File: config.mk
export PLATFORM = sky130hd
export DESIGN_NAME = pipe_control
export DESIGN_NICKNAME = d
export VERILOG_FILES = /design/src/rtl/pipe_control.sv
export SDC_FILE = /design/constraint.sdc
export NUM_CORES = 1
export LEC_CHECK = 0
export BUFFER_PORTS_ARGS = -buffer_cell sky130_fd_sc_hd__buf_4
export CAP_MARGIN = 20
export CORE_ASPECT_RATIO = 1.75
export CORE_MARGIN = 5
export CORE_UTILIZATION = 44
export CTS_CLUSTER_DIAMETER = 200
export CTS_CLUSTER_SIZE = 25
export DETAILED_ROUTE_END_ITERATION = 7
export GPL_TIMING_DRIVEN = 1
export PLACE_DENSITY = 0.85
export RECOVER_POWER = 50
export SYNTH_ARGS = -nofsm -noshare
export SYNTH_HDL_FRONTEND = slang
export SYNTH_SLANG_ARGS = --single-unit
export TNS_END_PERCENT = 100
File: constraint.sdc
create_clock -name clk -period 2.32 [get_ports clk]
set_input_delay 0.116 -clock clk [delete_from_list [all_inputs] [get_ports clk]]
set_output_delay 0.116 -clock clk [all_outputs]
set_load 0.005 [all_outputs]
File: src/rtl/pipe_control.sv
// pipe_control: SimpleRISC 5-stage control unit. Decodes the ID instruction,
// carries control down ID/EX, EX/MA and MA/RW, and raises stall/flush for fetch.
// Ports: clk, rst_n (async active-low); id_inst/id_valid (ID stage);
// ex_branch_taken, mem_busy (pipeline status); stall, flush (to fetch);
// ex_*/ma_*/rw_* control for the EX, MA and RW datapaths.
module pipe_control #(
    parameter int INST_W = 32,
    parameter int OPC_W  = 5,
    parameter int REG_W  = 4,
    parameter int RA_IDX = 15,
    parameter int FWD    = 1
) (
    input  logic              clk,
    input  logic              rst_n,
    input  logic [INST_W-1:0] id_inst,
    input  logic              id_valid,
    input  logic              ex_branch_taken,
    input  logic              mem_busy,
    output logic              stall,
    output logic              flush,
    output logic              ex_valid,
    output logic              ex_isImmediate,
    output logic              ex_isLd,
    output logic              ex_isSt,
    output logic              ex_isWb,
    output logic              ex_isBeq,
    output logic              ex_isBgt,
    output logic              ex_isUBranch,
    output logic              ex_isCall,
    output logic              ex_isRet,
    output logic [OPC_W-1:0]  ex_aluSignals,
    output logic [REG_W-1:0]  ex_rd,
    output logic              ma_valid,
    output logic              ma_isLd,
    output logic              ma_isSt,
    output logic              ma_isWb,
    output logic [REG_W-1:0]  ma_rd,
    output logic              rw_valid,
    output logic              rw_isWb,
    output logic [REG_W-1:0]  rw_rd
);

    typedef struct packed {
        logic             valid;
        logic             imm;
        logic             ld;
        logic             st;
        logic             wb;
        logic             beq;
        logic             bgt;
        logic             ubr;
        logic             call;
        logic             ret;
        logic [OPC_W-1:0] alu;
        logic [REG_W-1:0] rd;
    } ex_ctrl_t;

    typedef struct packed {
        logic             valid;
        logic             ld;
        logic             st;
        logic             wb;
        logic [REG_W-1:0] rd;
    } ma_ctrl_t;

    typedef struct packed {
        logic             valid;
        logic             wb;
        logic [REG_W-1:0] rd;
    } rw_ctrl_t;

    localparam logic [OPC_W-1:0] OP_OR   = OPC_W'(7);
    localparam logic [OPC_W-1:0] OP_MOD  = OPC_W'(4);
    localparam logic [OPC_W-1:0] OP_AND  = OPC_W'(6);
    localparam logic [OPC_W-1:0] OP_LSL  = OPC_W'(10);
    localparam logic [OPC_W-1:0] OP_ASR  = OPC_W'(12);
    localparam logic [OPC_W-1:0] OP_LD   = OPC_W'(14);
    localparam logic [OPC_W-1:0] OP_ST   = OPC_W'(15);
    localparam logic [OPC_W-1:0] OP_BEQ  = OPC_W'(16);
    localparam logic [OPC_W-1:0] OP_BGT  = OPC_W'(17);
    localparam logic [OPC_W-1:0] OP_B    = OPC_W'(18);
    localparam logic [OPC_W-1:0] OP_CALL = OPC_W'(19);
    localparam logic [OPC_W-1:0] OP_RET  = OPC_W'(20);
    localparam logic [REG_W-1:0] RA      = REG_W'(RA_IDX);

    localparam int I_POS   = INST_W - OPC_W - 1;
    localparam int RD_TOP  = I_POS - 1;
    localparam int RS1_TOP = RD_TOP - REG_W;
    localparam int RS2_TOP = RS1_TOP - REG_W;

    ex_ctrl_t ex_ctrl_q, ex_ctrl_d;
    ma_ctrl_t ma_ctrl_q, ma_ctrl_d;
    rw_ctrl_t rw_ctrl_q, rw_ctrl_d;
    ex_ctrl_t dec;

    logic [OPC_W-1:0] opc;
    logic             imm_bit;
    logic [REG_W-1:0] f_rd;
    logic [REG_W-1:0] f_rs1;
    logic [REG_W-1:0] f_rs2;
    logic             known;
    logic             use_rs1;
    logic             use_rs2;
    logic             use_rd;
    logic             use_ra;
    logic             hz_ex;
    logic             hz_ma;
    logic             hz_rw;
    logic             hazard;
    logic             take_br;

    assign opc     = id_inst[INST_W-1 -: OPC_W];
    assign imm_bit = id_inst[I_POS];
    assign f_rd    = id_inst[RD_TOP -: REG_W];
    assign f_rs1   = id_inst[RS1_TOP -: REG_W];
    assign f_rs2   = id_inst[RS2_TOP -: REG_W];

    // Opcodes above ret are undefined and travel as bubbles.
    assign known = id_valid && (opc <= OP_RET);

    always_comb begin
        dec       = '0;
        dec.valid = known;
        dec.imm   = known && imm_bit;
        dec.ld    = known && (opc == OP_LD);
        dec.st    = known && (opc == OP_ST);
        dec.beq   = known && (opc == OP_BEQ);
        dec.bgt   = known && (opc == OP_BGT);
        dec.ubr   = known && (opc == OP_B);
        dec.call  = known && (opc == OP_CALL);
        dec.ret   = known && (opc == OP_RET);
        dec.wb    = known && ((opc <= OP_MOD)
                    || (opc >= OP_AND && opc <= OP_ASR)
                    || (opc == OP_LD) || (opc == OP_CALL));
        dec.alu   = known ? opc : '0;
        if (known)
            dec.rd = (opc == OP_CALL) ? RA : f_rd;
    end

    always_comb begin
        use_rs1 = (opc <= OP_OR)
                || (opc >= OP_LSL && opc <= OP_ASR)
                || (opc == OP_LD) || (opc == OP_ST);
        use_rs2 = !imm_bit && (opc <= OP_ASR);
        use_rd  = (opc == OP_ST);
        use_ra  = (opc == OP_RET);
    end

    function automatic logic src_hit(input logic [REG_W-1:0] r);
        return (use_rs1 && f_rs1 == r) || (use_rs2 && f_rs2 == r)
            || (use_rd && f_rd == r) || (use_ra && r == RA);
    endfunction

    // With forwarding only a load in EX cannot be bypassed in time.
    assign hz_ex = ex_ctrl_q.valid && ex_ctrl_q.wb
                && src_hit(ex_ctrl_q.rd)
                && ((FWD != 0) ? ex_ctrl_q.ld : 1'b1);
    assign hz_ma = (FWD == 0) && ma_ctrl_q.valid && ma_ctrl_q.wb
                && src_hit(ma_ctrl_q.rd);
    assign hz_rw = (FWD == 0) && rw_ctrl_q.valid && rw_ctrl_q.wb
                && src_hit(rw_ctrl_q.rd);

    assign hazard  = id_valid && (hz_ex || hz_ma || hz_rw);
    assign take_br = ex_ctrl_q.valid && ex_branch_taken;

    always_comb begin
        stall     = 1'b0;
        flush     = 1'b0;
        ex_ctrl_d = ex_ctrl_q;
        ma_ctrl_d = ma_ctrl_q;
        rw_ctrl_d = rw_ctrl_q;
        if (mem_busy) begin
            stall = 1'b1;
        end else begin
            ma_ctrl_d = '{valid: ex_ctrl_q.valid, ld: ex_ctrl_q.ld,
                          st: ex_ctrl_q.st, wb: ex_ctrl_q.wb,
                          rd: ex_ctrl_q.rd};
            rw_ctrl_d = '{valid: ma_ctrl_q.valid, wb: ma_ctrl_q.wb,
                          rd: ma_ctrl_q.rd};
            if (take_br) begin
                flush     = 1'b1;
                ex_ctrl_d = '0;
            end else if (hazard) begin
                stall     = 1'b1;
                ex_ctrl_d = '0;
            end else begin
                ex_ctrl_d = dec;
            end
        end
    end

    always_ff @(posedge clk or negedge rst_n) begin
        if (!rst_n) begin
            ex_ctrl_q <= '0;
            ma_ctrl_q <= '0;
            rw_ctrl_q <= '0;
        end else begin
            ex_ctrl_q <= ex_ctrl_d;
            ma_ctrl_q <= ma_ctrl_d;
            rw_ctrl_q <= rw_ctrl_d;
        end
    end

    assign ex_valid       = ex_ctrl_q.valid;
    assign ex_isImmediate = ex_ctrl_q.imm;
    assign ex_isLd        = ex_ctrl_q.ld;
    assign ex_isSt        = ex_ctrl_q.st;
    assign ex_isWb        = ex_ctrl_q.wb;
    assign ex_isBeq       = ex_ctrl_q.beq;
    assign ex_isBgt       = ex_ctrl_q.bgt;
    assign ex_isUBranch   = ex_ctrl_q.ubr;
    assign ex_isCall      = ex_ctrl_q.call;
    assign ex_isRet       = ex_ctrl_q.ret;
    assign ex_aluSignals  = ex_ctrl_q.alu;
    assign ex_rd          = ex_ctrl_q.rd;
    assign ma_valid       = ma_ctrl_q.valid;
    assign ma_isLd        = ma_ctrl_q.ld;
    assign ma_isSt        = ma_ctrl_q.st;
    assign ma_isWb        = ma_ctrl_q.wb;
    assign ma_rd          = ma_ctrl_q.rd;
    assign rw_valid       = rw_ctrl_q.valid;
    assign rw_isWb        = rw_ctrl_q.wb;
    assign rw_rd          = rw_ctrl_q.rd;

endmodule

Word-level counts from Yosys, hierarchy flattened:

Cells that the tools add are included.

* output and inout bits: 35
* register bits: 33
* input bits: 37
* word-level logic and storage cells: 79

* $lt $le $gt $ge: 6
* reductions and logical operators: 32
* eq/ne operators: 11
* multiplexer cells: 10

Operators with widths (number)
* $mux W19: 2
* $eq A5 B5 Y1 const B: 5
* $logic_and A1 B1 Y1: 22
* $eq A4 B4 Y1: 3
* $eq A5 B4 Y1 const B: 2
* $le A5 B3 Y1 const B: 2
* $logic_or A1 B1 Y1: 9
* $mux W4: 2
* $ge A5 B3 Y1 const B: 1
* $ge A5 B4 Y1 const B: 1
* $le A5 B4 Y1 const B: 1
* $le A5 B5 Y1 const B: 1
* $mux W1: 5
* $mux W5: 1
* $eq A4 B4 Y1 const B: 1
* $logic_not A1 Y1: 1

Longest topological paths before layout:

* word-level depth: 15
* mapped depth: 7
* gate-level depth less buffers: 5

Worst setup path before layout:

Ideal clock, no wire load.

* kind: reg-to-reg
* from: register ex_ctrl_q, in the netlist ex_rd[0]
* to: register ex_ctrl_q, in the netlist ex_isWb
* library setup time: 121 ps
* data required time: 2199 ps
* period minus slack after synthesis: 1786 ps
* buffers on the path: 2
* stages on the path, launching flop included: 8
* path slack: 534 ps
* data arrival time: 1665 ps
* cell sequence: dfrtp_1 -> buf_6 -> xnor2_2 -> o2111ai_1 -> or4_4 -> a31oi_4 -> buf_12 -> o21ai_2

* longest elaborated chain between the ends: 10
* elaborated cells between the ends (all ways): 16
* classes of those cells: eq/ne (4); mux (2); reduce/logical (10)

RTL lines
* start: declaration: RTL line 91 `ex_ctrl_t ex_ctrl_q, ex_ctrl_d;`
* start signal: assignment: RTL line 198 `ex_ctrl_q <= ex_ctrl_d;`
* $eq A4 B4 Y1: RTL line 150 `return (use_rs1 && f_rs1 == r) || (use_rs2 && f_rs2 == r)`
* $logic_and A1 B1 Y1: RTL line 150
* $logic_or A1 B1 Y1: RTL line 150
* $logic_or A1 B1 Y1: RTL line 151 `|| (use_rd && f_rd == r) || (use_ra && r == RA);`
* $logic_or A1 B1 Y1 *: RTL line 151
* $logic_and A1 B1 Y1 *: RTL line 156 `&& src_hit(ex_ctrl_q.rd)`
* $logic_and A1 B1 Y1 *: RTL line 157 `&& ((FWD != 0) ? ex_ctrl_q.ld : 1'b1);`
* $logic_and A1 B1 Y1 *: RTL line 163 `assign hazard = id_valid && (hz_ex || hz_ma || hz_rw);`
* $mux W19 *: RTL line 183 `end else if (hazard) begin`
* $mux W19 *: RTL line 180 `if (take_br) begin`

Mark *: on every way between the ends. The rest lies on a longest branch, timed or not.
A chain may end at the register's enable or synchronous reset.

Worst setup path after layout:

* from: register ex_ctrl_q, in the netlist ex_rd[3]
* to: output stall

* longest elaborated chain between the ends: 11
* elaborated cells between the ends (all ways): 17
* classes of those cells: eq/ne (4); mux (3); reduce/logical (10)

RTL lines
* $eq A4 B4 Y1: RTL line 150
* $logic_and A1 B1 Y1: RTL line 150
* $logic_or A1 B1 Y1: RTL line 150
* $logic_or A1 B1 Y1: RTL line 151
* $logic_or A1 B1 Y1 *: RTL line 151
* $logic_and A1 B1 Y1 *: RTL line 156
* $logic_and A1 B1 Y1 *: RTL line 157
* $logic_and A1 B1 Y1 *: RTL line 163
* $mux W1 *: RTL line 183
* $mux W1 *: RTL line 180
* $mux W1 *: RTL line 172 `if (mem_busy) begin`
* end: declaration: RTL line 19 `output logic stall,`

Marks and branches as above.

==> key figures <==
Routing
  • Number of iterations in the first detailed-routing pass: 4
  • Initial DRC Count: 40
  • Detailed Route WL: 3950 um
  • Post-DR wirelength/cell: 15.3 um
  • Vias: about 1300
  • Vias/cell: 5.22
  • Routed Antenna Nets: 0
  • # DRC: 0

Cells and area
  • Finished Layout Cells: 258
  • # diodes: 0
  • Finished layout cell area: 2240 um2
  • Final Core Density: 61.0%
  • Commonest cells after routing, fill and taps aside: 58 x buf_4, 33 x dfrtp_1, 25 x nand2_1
  • Area Overhead vs Synth: 32.2%
  • Layout cells sized above 1: about half
  • Commonest non-fill, non-tap cell in the layout: buf_4
  • NumNets Final: between 200 and 250
  • Fillcell total: 310

Place
  • Placement Cell Area: 2120 um2
  • Port bufs: 57
  • GP Congestion: ~0.86
  • Placed insts: around 250
  • Post-DP HPWL: 2980 um

Worst hold path
  • Hold WC Path Type: in2reg

Floorplanning
  • FP Rows: 29
  • CORE AREA: 3660 um2
  • DIE AREA: 5230 um2
  • # IOs: 72
  • Width of the die: between 50 and 60 um
  • Starting density of the core: 46.2%
  • Die outline height: 92.0 um

Setup path
  • Crit path max-delay cell type: dfrtp_1
  • Startpoint types: flip-flop
  • WS Path Type: reg2out
  • Required @ worst endpoint: approximately 2.2 ns
  • Critical path fanouts, max: 7
  • WP data arrival: 2.01 ns
  • Critical Path Max Stage Delay: roughly 0.53 ns
  • Critical Path End Type: output pin
  • Critical path, cell by cell: xnor2_2 -> o2111ai_1 -> or4_4 -> a31oi_4 -> a21o_2 -> buf_4

Global route
  • Global-route wire length before repair: 6580 um
  • GR Overflow Total: 0
  • Largest net degree at the start of global routing: 37
  • Vias in the first global route: ~1400
  • Initial antenna violation count: 0
  • All-Layer GR Usage: between 10% and 20%

Synth
  • Avg Inst Size Synth: around 11 um2
  • FF+latch count, synth: 33
  • Synth Net Count: 190
  • Yosys cell types: 34
  • Synth Area in XOR/XNOR: ~7.5%
  • Sequential fraction of the synthesis area: about half
  • Mapped Area: around 1700 um2
  • Post-synthesis simple-gate area fraction: around an eighth
  • Synth Area in Compound Gates: 14.9%
  • Syn Inst Count: 153
  • Post-Synth Adder-Cell Area: 0%
  • Yosys warns: 0
  • Dominant combinational cell family by area after synthesis: compound AO/OA/AOI/OAI gates
  • Mux share of post-synthesis cell area: 9.32%

Timing
  • Fin crit share: 91.7%
  • Worst Tran Pin Value: 0.798 ns
  • Setup TNS: 0 ns
  • FMAX: 470 MHz
  • Rel. slew slack: between 40% and 50%
  • Final worst path period need: 2.13 ns
  • Setup Skew: 0.00231 ns
  • RSZ-0062 raised after global routing: no
  • Max Slew Vio Count: 0
  • Final hold violation count: 0
  • Hold slack: 0.108 ns
  • Endpoints failing setup: 0

CTS
  • Bufs on Longest Clock Path: 2
  • Inserted Clock Buffers: 5
  • Clock transition at path regs: 0.07 ns
  • Max H-tree Level: 2
  • Clk Latency, worst-skew pair: 0.28 ns
  • TritonCTS clock tree: built
  • Root buffer cell: clkbuf_8
  • Clk sink count: 33

Power
  • Worst VDD drop: 0.459 mV
  • Pwr/cell area: around 580 nW/um2
  • Leak: around 1.1 nW

Flow run
  • # Max-Cap Violations: 0

Status
  • Status: finished, final reports clean
## metal layers
| layer | GRT usage [%] | share of wire, % | vias up |
|---|---|---|---|
| met5 | 0 | 0 | - |
| met4 | 8.32 | 2.7 | 0 |
| met3 | 3.23 | 6.2 | 7 |
| met2 | 29.0 | 55 | 47 |
| met1 | 17.5 | 36 | 646 |
| li1 | - | - | 647 |
## repair_timing
item                                    in CTS  in global routing
endpoints found under the hold margin       33                  0
buffers inserted                             0                  3
pin swaps                                    0                  1
hold buffers                                 1                  0
endpoints found under the setup margin       1                  1
gates cloned                                 0                  0
resized for setup                            1                  3
## worst paths after layout
check | slack (ns) | to | cells after the start | start
setup / recovery | 0.19 | stall | 6 | ex_rd[3]
setup reg to reg | 0.36 | ex_aluSignals[0] | 7 | ex_rd[3]
hold reg to reg | 0.48 | ex_aluSignals[4] | 2 | ex_aluSignals[4]
hold / removal | 0.11 | ex_isImmediate | 3 | id_inst[26]
min in group asynchronous | 0.47 | rw_rd[2] | 2 | rst_n
max in group asynchronous | 1.35 | ex_isSt | 2 | rst_n
## area by class of cell
type / count / area (um2) / share of cell area [%]
Sequential cell: 33 / 826 / 36.9
Multi-Input combinational cell: 105 / 769 / 34.4
Timing Repair Buffer: 64 / 493 / 22.0
Clock buffer: 6 / 72.6 / 3.25
Tap cell: 46 / 57.6 / 2.57
Clock inverter: 2 / 10.0 / 0.448
Inverter: 2 / 7.51 / 0.336
## logic make-up (layout without fill, tap and decap cells)
| group | count (synthesis) | after routing |
|---|---|---|
| mux | 14 | 14 |
| compound gates | 33 | 33 |
| xor+xnor | 12 | 12 |
| buf+inv | 15 | 74 |
| simple gates | 46 | 46 |
| flops | 33 | 33 |
## report_power, final
| group | internal, mW | total, mW | switching [mW] |
|---|---|---|---|
| logic | 0.133 | 0.236 | 0.103 |
| registers | 0.617 | 0.654 | 0.0373 |
| clock network | 0.207 | 0.403 | 0.196 |
| total | 0.958 | 1.29 | 0.336 |
## flip-flops by register name (all words and copies together) (netlist names)
| name | flops |
|---|---|
| ex_aluSignals | 5 |
| ex_isBeq | 1 |
| ex_isBgt | 1 |
| ex_isCall | 1 |
| ex_isImmediate | 1 |
| ex_isLd | 1 |
| ex_isRet | 1 |
| ex_isSt | 1 |
| ex_isUBranch | 1 |
| ex_isWb | 1 |
| ex_rd | 4 |
| ex_valid | 1 |
| ma_isLd | 1 |
| ma_isSt | 1 |
| ma_isWb | 1 |
| ma_rd | 4 |
| ma_valid | 1 |
| rw_isWb | 1 |
| rw_rd | 4 |
| rw_valid | 1 |
## synthesized netlist by cell type
cell type | number | area share (%)
nor3_1 | 4 | 1.2
nor4_1 | 1 | 0.37
o2111ai_1 | 1 | 0.52
nor2b_1 | 1 | 0.37
buf_4 | 1 | 0.44
nand2b_1 | 4 | 1.5
a32oi_1 | 1 | 0.52
inv_1 | 2 | 0.44
mux2_2 | 14 | 9.3
a32o_1 | 1 | 0.59
a211oi_1 | 1 | 0.44
buf_2 | 3 | 0.89
buf_1 | 1 | 0.22
a21oi_1 | 2 | 0.59
a22o_1 | 3 | 1.6
nand3b_1 | 1 | 0.44
buf_6 | 3 | 2.0
o21ai_0 | 10 | 3.0
and4_2 | 1 | 0.59
dfrtp_1 | 33 | 49
nand2_1 | 25 | 5.5
a31oi_1 | 1 | 0.37
or4_4 | 1 | 0.67
xnor2_2 | 3 | 2.9
nor2_1 | 4 | 0.89
nor2_4 | 1 | 0.67
clkbuf_1 | 4 | 0.89
buf_12 | 1 | 1.2
nand4_1 | 3 | 1.1
a31oi_4 | 1 | 1.3
a21o_2 | 1 | 0.52
o21ai_2 | 10 | 5.2
o31ai_1 | 1 | 0.44
xor2_1 | 9 | 4.7
## metrics by stage
step / worst slack, ns / total power, mW
6_report: 0.193 / 1.29
5_1_grt: 0.100 / 1.36
4_1_cts: 0.0250 / 1.31
3_5_place_dp: 0.269 / 0.903
3_3_place_gp: 0.304 / 0.893
2_1_floorplan: 0.534 / 0.773
## worst max-delay path, delay by kind of cell, from the launching register on
| kind | cells | cell delay, ns |
|---|---|---|
| flip-flops | 1 | 0.53 |
| XOR/XNOR | 1 | 0.15 |
| AO/OA/AOI/OAI | 3 | 0.51 |
| AND/OR/NAND/NOR | 1 | 0.45 |
| buffers and inverters | 1 | 0.10 |
(Power assumes the default switching activity.)
